<file path="src/rtl/hub75_pkg.sv">
// Shared definitions for the HUB75 framebuffer write path.
//   fw_state_t   : frame writer FSM states
//   DEF_*        : default panel geometry / pixel width
//   frame_pixels : pixels per frame for a given geometry
package hub75_pkg;

  typedef enum logic [1:0] {
    DISCARD   = 2'd0,
    WRITING   = 2'd1,
    WAIT_SWAP = 2'd2
  } fw_state_t;

  localparam int DEF_BITS_PER_PIXEL = 12;
  localparam int DEF_PANEL_WIDTH    = 64;
  localparam int DEF_PANEL_HEIGHT   = 32;

  function automatic int frame_pixels(input int width, input int height);
    return width * height;
  endfunction

endpackage

</file>
<file path="src/rtl/pixel_strobe_detect.sv">
// Rising-edge detector for the spi_slave word marker.
//   spi_clk   : clock
//   reset     : asynchronous, active-high
//   pixel_clk : word marker from spi_slave
//   strobe    : high for the cycle in which pixel_clk is high but was low last cycle
module pixel_strobe_detect (
  input  logic spi_clk,
  input  logic reset,
  input  logic pixel_clk,
  output logic strobe
);

  logic pixel_clk_d;

  always_ff @(posedge spi_clk or posedge reset) begin
    if (reset) pixel_clk_d <= 1'b0;
    else       pixel_clk_d <= pixel_clk;
  end

  assign strobe = pixel_clk & ~pixel_clk_d;

endmodule

</file>
<file path="src/rtl/spi_frame_writer.sv">
// Writes pixel words from spi_slave into a double-banked HUB75 framebuffer.
// The first word after reset is dropped (spi_slave emits rubbish then), later
// words are written row-major; a full frame parks in WAIT_SWAP until the
// display side releases the other bank with swap_done.
//   reset          : asynchronous, active-high
//   spi_clk        : clock
//   pixel_data     : pixel word from spi_slave
//   pixel_clk      : word marker, rising edge = new word
//   swap_done      : one-cycle pulse, display has taken the written bank
//   fb_write_addr  : y*PANEL_WIDTH + x, held when not writing
//   fb_write_data  : pixel being written
//   fb_write_en    : one-cycle write strobe (RAM must qualify with it)
//   fb_write_bank  : bank being written
//   frame_ready    : complete frame waiting for swap
//   overrun_count  : saturating count of words dropped in WAIT_SWAP
module spi_frame_writer
  import hub75_pkg::*;
#(
  parameter int BITS_PER_PIXEL = DEF_BITS_PER_PIXEL,
  parameter int PANEL_WIDTH    = DEF_PANEL_WIDTH,
  parameter int PANEL_HEIGHT   = DEF_PANEL_HEIGHT,
  parameter int ADDR_BITS      = 11  // 2**ADDR_BITS must cover one frame
) (
  input  logic                      reset,
  input  logic                      spi_clk,
  input  logic [BITS_PER_PIXEL-1:0] pixel_data,
  input  logic                      pixel_clk,
  input  logic                      swap_done,
  output logic [ADDR_BITS-1:0]      fb_write_addr,
  output logic [BITS_PER_PIXEL-1:0] fb_write_data,
  output logic                      fb_write_en,
  output logic                      fb_write_bank,
  output logic                      frame_ready,
  output logic [7:0]                overrun_count
);

  localparam int                   FRAME_PIXELS = frame_pixels(PANEL_WIDTH, PANEL_HEIGHT);
  localparam logic [ADDR_BITS-1:0] LAST_IDX     = ADDR_BITS'(FRAME_PIXELS - 1);

  fw_state_t            state;
  logic [ADDR_BITS-1:0] pixel_idx;
  logic                 strobe;

  pixel_strobe_detect u_strobe (
    .spi_clk   (spi_clk),
    .reset     (reset),
    .pixel_clk (pixel_clk),
    .strobe    (strobe)
  );

  always_ff @(posedge spi_clk or posedge reset) begin
    if (reset) begin
      state         <= DISCARD;
      pixel_idx     <= '0;
      fb_write_addr <= '0;
      fb_write_data <= '0;
      fb_write_en   <= 1'b0;
      fb_write_bank <= 1'b0;
      frame_ready   <= 1'b0;
      overrun_count <= 8'd0;
    end else begin
      fb_write_en <= 1'b0;
      case (state)
        DISCARD: begin
          if (strobe) state <= WRITING;
        end
        // swap_done is deliberately ignored here: the display cannot own
        // a bank we have not finished.
        WRITING: begin
          if (strobe) begin
            fb_write_en   <= 1'b1;
            fb_write_data <= pixel_data;
            fb_write_addr <= pixel_idx;
            if (pixel_idx == LAST_IDX) begin
              pixel_idx   <= '0;
              frame_ready <= 1'b1;
              state       <= WAIT_SWAP;
            end else begin
              pixel_idx <= pixel_idx + ADDR_BITS'(1);
            end
          end
        end
        // A strobe coinciding with swap_done is still dropped: the word
        // belongs to the dummy stream the host clocks to carry the swap.
        WAIT_SWAP: begin
          if (strobe && overrun_count != 8'hFF)
            overrun_count <= overrun_count + 8'd1;
          if (swap_done) begin
            fb_write_bank <= ~fb_write_bank;
            frame_ready   <= 1'b0;
            state         <= WRITING;
          end
        end
        default: state <= DISCARD;
      endcase
    end
  end

endmodule

</file>
<file path="config.mk">
export PLATFORM = sky130hd
export DESIGN_NAME = spi_frame_writer
export DESIGN_NICKNAME = d
export VERILOG_FILES = /design/src/rtl/hub75_pkg.sv /design/src/rtl/pixel_strobe_detect.sv /design/src/rtl/spi_frame_writer.sv
export SDC_FILE = /design/constraint.sdc
export NUM_CORES = 1
export LEC_CHECK = 0
export ABC_AREA = 1
export CELL_PAD_IN_SITES_DETAIL_PLACEMENT = 2
export CELL_PAD_IN_SITES_GLOBAL_PLACEMENT = 2
export CORE_AREA = 2 2 95 97
export DETAILED_ROUTE_END_ITERATION = 10
export DIE_AREA = 0 0 97 99
export MAX_ROUTING_LAYER = met4
export PLACE_DENSITY = 0.75
export SLEW_MARGIN = 5
export SYNTH_ARGS = -nofsm -noshare
export SYNTH_HDL_FRONTEND = slang
export SYNTH_HIERARCHICAL = 1
export SYNTH_SLANG_ARGS = --single-unit
</file>
<file path="constraint.sdc">
create_clock -name spi_clk -period 1.64 [get_ports spi_clk]
set_clock_uncertainty 0.1 [all_clocks]
set_input_delay 0.41 -clock spi_clk [delete_from_list [all_inputs] [get_ports spi_clk]]
set_output_delay 0.41 -clock spi_clk [all_outputs]
set_load 0.02 [all_outputs]
</file>
; Word level (Yosys, flattened, before mapping)
; Cells that the tools add are included.
[classes]
n_addsub = 2
n_eq_ne = 8
mux = 12
n_bitwise = 3
n_reduce_logical = 8
[ops]
columns = op, count
row1 = adder 11 x 1 -> 11 bit (second input constant), 1
row2 = == test 11 bit (second input constant), 1
row3 = two-way mux 11 bit, 1
row4 = adder 8 x 1 -> 8 bit (second input constant), 1
row5 = two-way mux 2 bit, 4
row6 = != test 2 bit (second input constant), 4
row7 = != test 8 bit (second input constant), 1
row8 = AND reduction 4 bit, 2
row9 = case mux 2 bit (3 select lines), 1
row10 = AND reduction 2 bit, 3
row11 = two-way mux 1 bit, 5
row12 = == test 2 x 1 -> 1 bit (second input constant), 1
row13 = == test 2 bit (second input constant), 1
row14 = logical NOT 2 bit, 1
row15 = inverter 1 bit, 2
row16 = case mux 1 bit (2 select lines), 1
row17 = nonzero test 2 bit, 1
row18 = bitwise AND 1 bit, 1
row19 = logical AND 1 bit, 1
[word_totals]
regBits = 48
in_bits = 16
out_inout_bits = 34
wordCells = 42

; Logic depth before layout (Yosys ltp)
[depth]
ltp_word = 4
depth_mapped = 8
mapped_depth_nobuf = 8

; Cells and area by module
; The synthesis kept the hierarchy.
[by_module_without_submodules]
columns = mod, instances, cells_per_inst, area_each_um2, seq_area_each_um2
row1 = spi_frame_writer, 1, 242, 2144.6, 1176.1
row2 = pixel_strobe_detect, 1, 4, 38.8, 25.0

; Least setup slack after synthesis
; No wires, ideal clock.
[synth_path]
path_kind = register -> register
start = reg overrun_count[0]
end = reg overrun_count[3]
setup_ns = 0.119
t_arrival_ns = 1.316
t_required_ns = 1.421
setup_slack_ns = 0.105
path_stages_with_launch = 9
path_buffers = 0
synth_period_minus_slack_ns = 1.535
cell_sequence = dfrtp_1 > ha_1 > nand3_2 > nor2_4 > nand3_2 > nand2_4 > inv_4 > nand2_2 > o21ai_2
[synth_between]
elab_chain_cells = 3
word_cells_on_any_way = 4
classes_between = add/sub (1) / eq/ne (1) / reduce/logical (2)
[synth_rtl]
columns = element, line
row1 = from (decl), spi_frame_writer.sv:34  ; output logic [7:0] overrun_count
row2 = from (signal assigned), spi_frame_writer.sv:87  ; overrun_count <= overrun_count + 8'd1;
row3 = "parallel branches: the longest is 3 deep, another holds adder 8 x 1 -> 8 bit", -
; Parallel ways; which one is timed is not known.
; A chain may end at the register's enable or synchronous reset.

; Worst setup path in the final report
[layout_path]
start = reg overrun_count[1]
end = out overrun_count[1]
; No word-level cell between the ends.

==> results.json <==
{
  "status": "finished clean",
  "die_area_sq_um": 9600,
  "post-dp-hpwl_um": 4160,
  "syn_nets": 264,
  "ant_nets": 0,
  "use_met2": 0.226,
  "p_leak_nw": 1.60,
  "max_stage_delay_ns": 0.42,
  "use_met1": 0.150,
  "die_w_um": 97,
  "cts.clk_slew.worst_paths_ns": 0.09,
  "crit_path_start_kind": "flip-flop",
  "grt_pass1_vias": 2066,
  "critPathBufInv": 1,
  "path_cells": "dlygate4sd2_1",
  "syn_avg_cell_area_sq_um": 8.88,
  "cts_tree": "yes",
  "synth_seq_area_share": 0.550,
  "grt_util_met3": 0.0255,
  "clock_path_buffers": 2,
  "area_growth_syn_to_layout_pct": 38.2,
  "layout.nets": 334,
  "start_util": 0.255,
  "antenna_found_initial": 0,
  "ys_ff_latch": 48,
  "port-buffer-count": 49,
  "path_delay_family": "flip-flops",
  "final_cell_count_no_fill": 425,
  "ctsHoldBuffers": 0,
  "rows": 34,
  "cts_buffers": 5,
  "drtIter0Drc": 46,
  "htreeDepth": 2,
  "critPathArrivalTime_ns": 1.06,
  "ys_types": 25,
  "hold_viol": 0,
  "slowest_stage": "dfrtp_1",
  "drive_gt1_frac": 0.158,
  "crit_path_max_fanout": 4,
  "setup_slack_ns": 0.0750,
  "die_h_um": 99,
  "place_area_sq_um": 2900,
  "path_depth": 1,
  "drc": 0,
  "setup_viol": 0,
  "clkSinkCount": 48,
  "top_usage_layer": "met2",
  "finalWeightedCongestion": 0.768,
  "drt-total-wl_um": 5740,
  "clockRootBuffer": "clkbuf_8",
  "grt_usage": 0.128,
  "vias": 1874,
  "final_core_util": 0.353,
  "wl_per_cell_um": 13.5,
  "firstDrtPassIters": 3,
  "drv_cap": 0,
  "drv_slew": 0,
  "tns_ns": 0,
  "routed_via_density": 4.41,
  "grt_overflow_total": 0,
  "fin_crit_sh": 0.954,
  "clock_latency_ns": 0.30,
  "critPathKind": "flip-flop to output pin",
  "dp.cells": 413,
  "ff2ff_path_depth": 8,
  "hold_path_class": "input port to flip-flop",
  "ir_worst_vdd_v": 0.000367,
  "grt_pass1_wl_um": 9860,
  "p_per_area_nw_per_um2": 1060,
  "synthesis.area_sq_um": 2180,
  "cp-end-kind": "output pin",
  "ys_warn_count": 6,
  "pin_count": 50,
  "fin_area_sq_um": 3020,
  "min_delay_path_depth": 1,
  "place_ws_ns": -0.324,
  "critical_path_required_ns": 1.13,
  "grt_max_degree": 48,
  "syn_inst": 246,
  "core_area_sq_um": 8550,
  "worstMarginPinSlew_ns": 0.260,
  "min_period_ns": 1.57,
  "relSlewSlack": 0.827,
  "n_antenna_cell": 0,
  "fmax_mhz": 639
}
## cell type report
| class | instances | area (sq um) |
|---|---|---|
| clock buffer | 6 | 72.6 |
| clock inverter | 2 | 35.0 |
| fill | 987 | 5530 |
| inverter | 26 | 100 |
| multi-input combinational | 167 | 863 |
| sequential | 48 | 1200 |
| tap | 108 | 135 |
| timing repair buffer | 68 | 609 |
## power by group
group	switching (mW)	internal, mW
clock network	0.404	0.453
registers	0.154	1.37
logic	0.515	0.317
## per-stage QoR
step | hold WS [ns] | power, mW
after global placement | 0.363 | 2.41
final | 0.172 | 3.21
after floorplan | 0.0387 | 2.00
after detailed placement | 0.375 | 2.45
after CTS | 0.179 | 3.26
after global routing | 0.168 | 3.45
## placed cells by master (no fill, tap or decap), types with 7 or more instances in the layout
cell type and count:
nand2_1 89, inv_1 21, clkdlybuf4s50_1 14, nor2_1 7
dlygate4sd2_1 34, o21ai_0 8, xor2_1 7, dfrtp_1 48
buf_4 17, o21ai_1 8, nand3_1 14
## cells by family after synthesis
group / share of synthesized area
fa+ha+maj: 0.0115
buf+inv: 0.0596
xor+xnor: 0.0481
simple gates: 0.282
compound gates: 0.0487
flops: 0.550
## cell usage after synthesis, drive strengths merged
master / instances / area, sq um
o21ai: 18 / 93.8
nor3: 3 / 15.0
buf: 5 / 30.0
inv: 26 / 100
nand2: 93 / 367
nand4: 5 / 37.5
ha: 2 / 25.0
dfrtp: 48 / 1200
nor2: 15 / 96.3
a21oi: 1 / 5.00
nand3: 17 / 100
xor2: 7 / 61.3
o31ai: 1 / 7.51
xnor2: 5 / 43.8
## layer usage
layer,up-vias,routed length (um),share of wire
met2,29,2940,0.51
li1,907,-,-
met3,6,174,0.030
met5,-,0,0
met4,0,67,0.012
met1,932,2560,0.45
## flip-flops by register name, summed over array words and instances, names as in the netlist
signal                flops
u_strobe/pixel_clk_d      1
pixel_idx                11
fb_write_data            12
frame_ready               1
fb_write_bank             1
fb_write_en               1
overrun_count             8
fb_write_addr            11
state                     2
## repair_timing
action                     CTS  global route
pin swaps                    1             6
setup endpoints to repair   36            15
gates resized for setup     34             5
setup buffers                0             4
## final timing paths
check / startpoint / to / slack, ns
max: overrun_count[1]$_DFFE_PP0P_ / overrun_count[1] / 0.07
min: pixel_clk / u_strobe/pixel_clk_d$_DFF_PP0_ / 0.17
max reg2reg: overrun_count[1]$_DFFE_PP0P_ / overrun_count[5]$_DFFE_PP0P_ / 0.12
min reg2reg: fb_write_bank$_DFFE_PP0P_ / fb_write_bank$_DFFE_PP0P_ / 0.39
max in group asynchronous: reset / pixel_idx[1]$_DFFE_PP0P_ / 0.82
min in group asynchronous: reset / u_strobe/pixel_clk_d$_DFF_PP0_ / 0.20
Power figures use the tool's default switching activity.
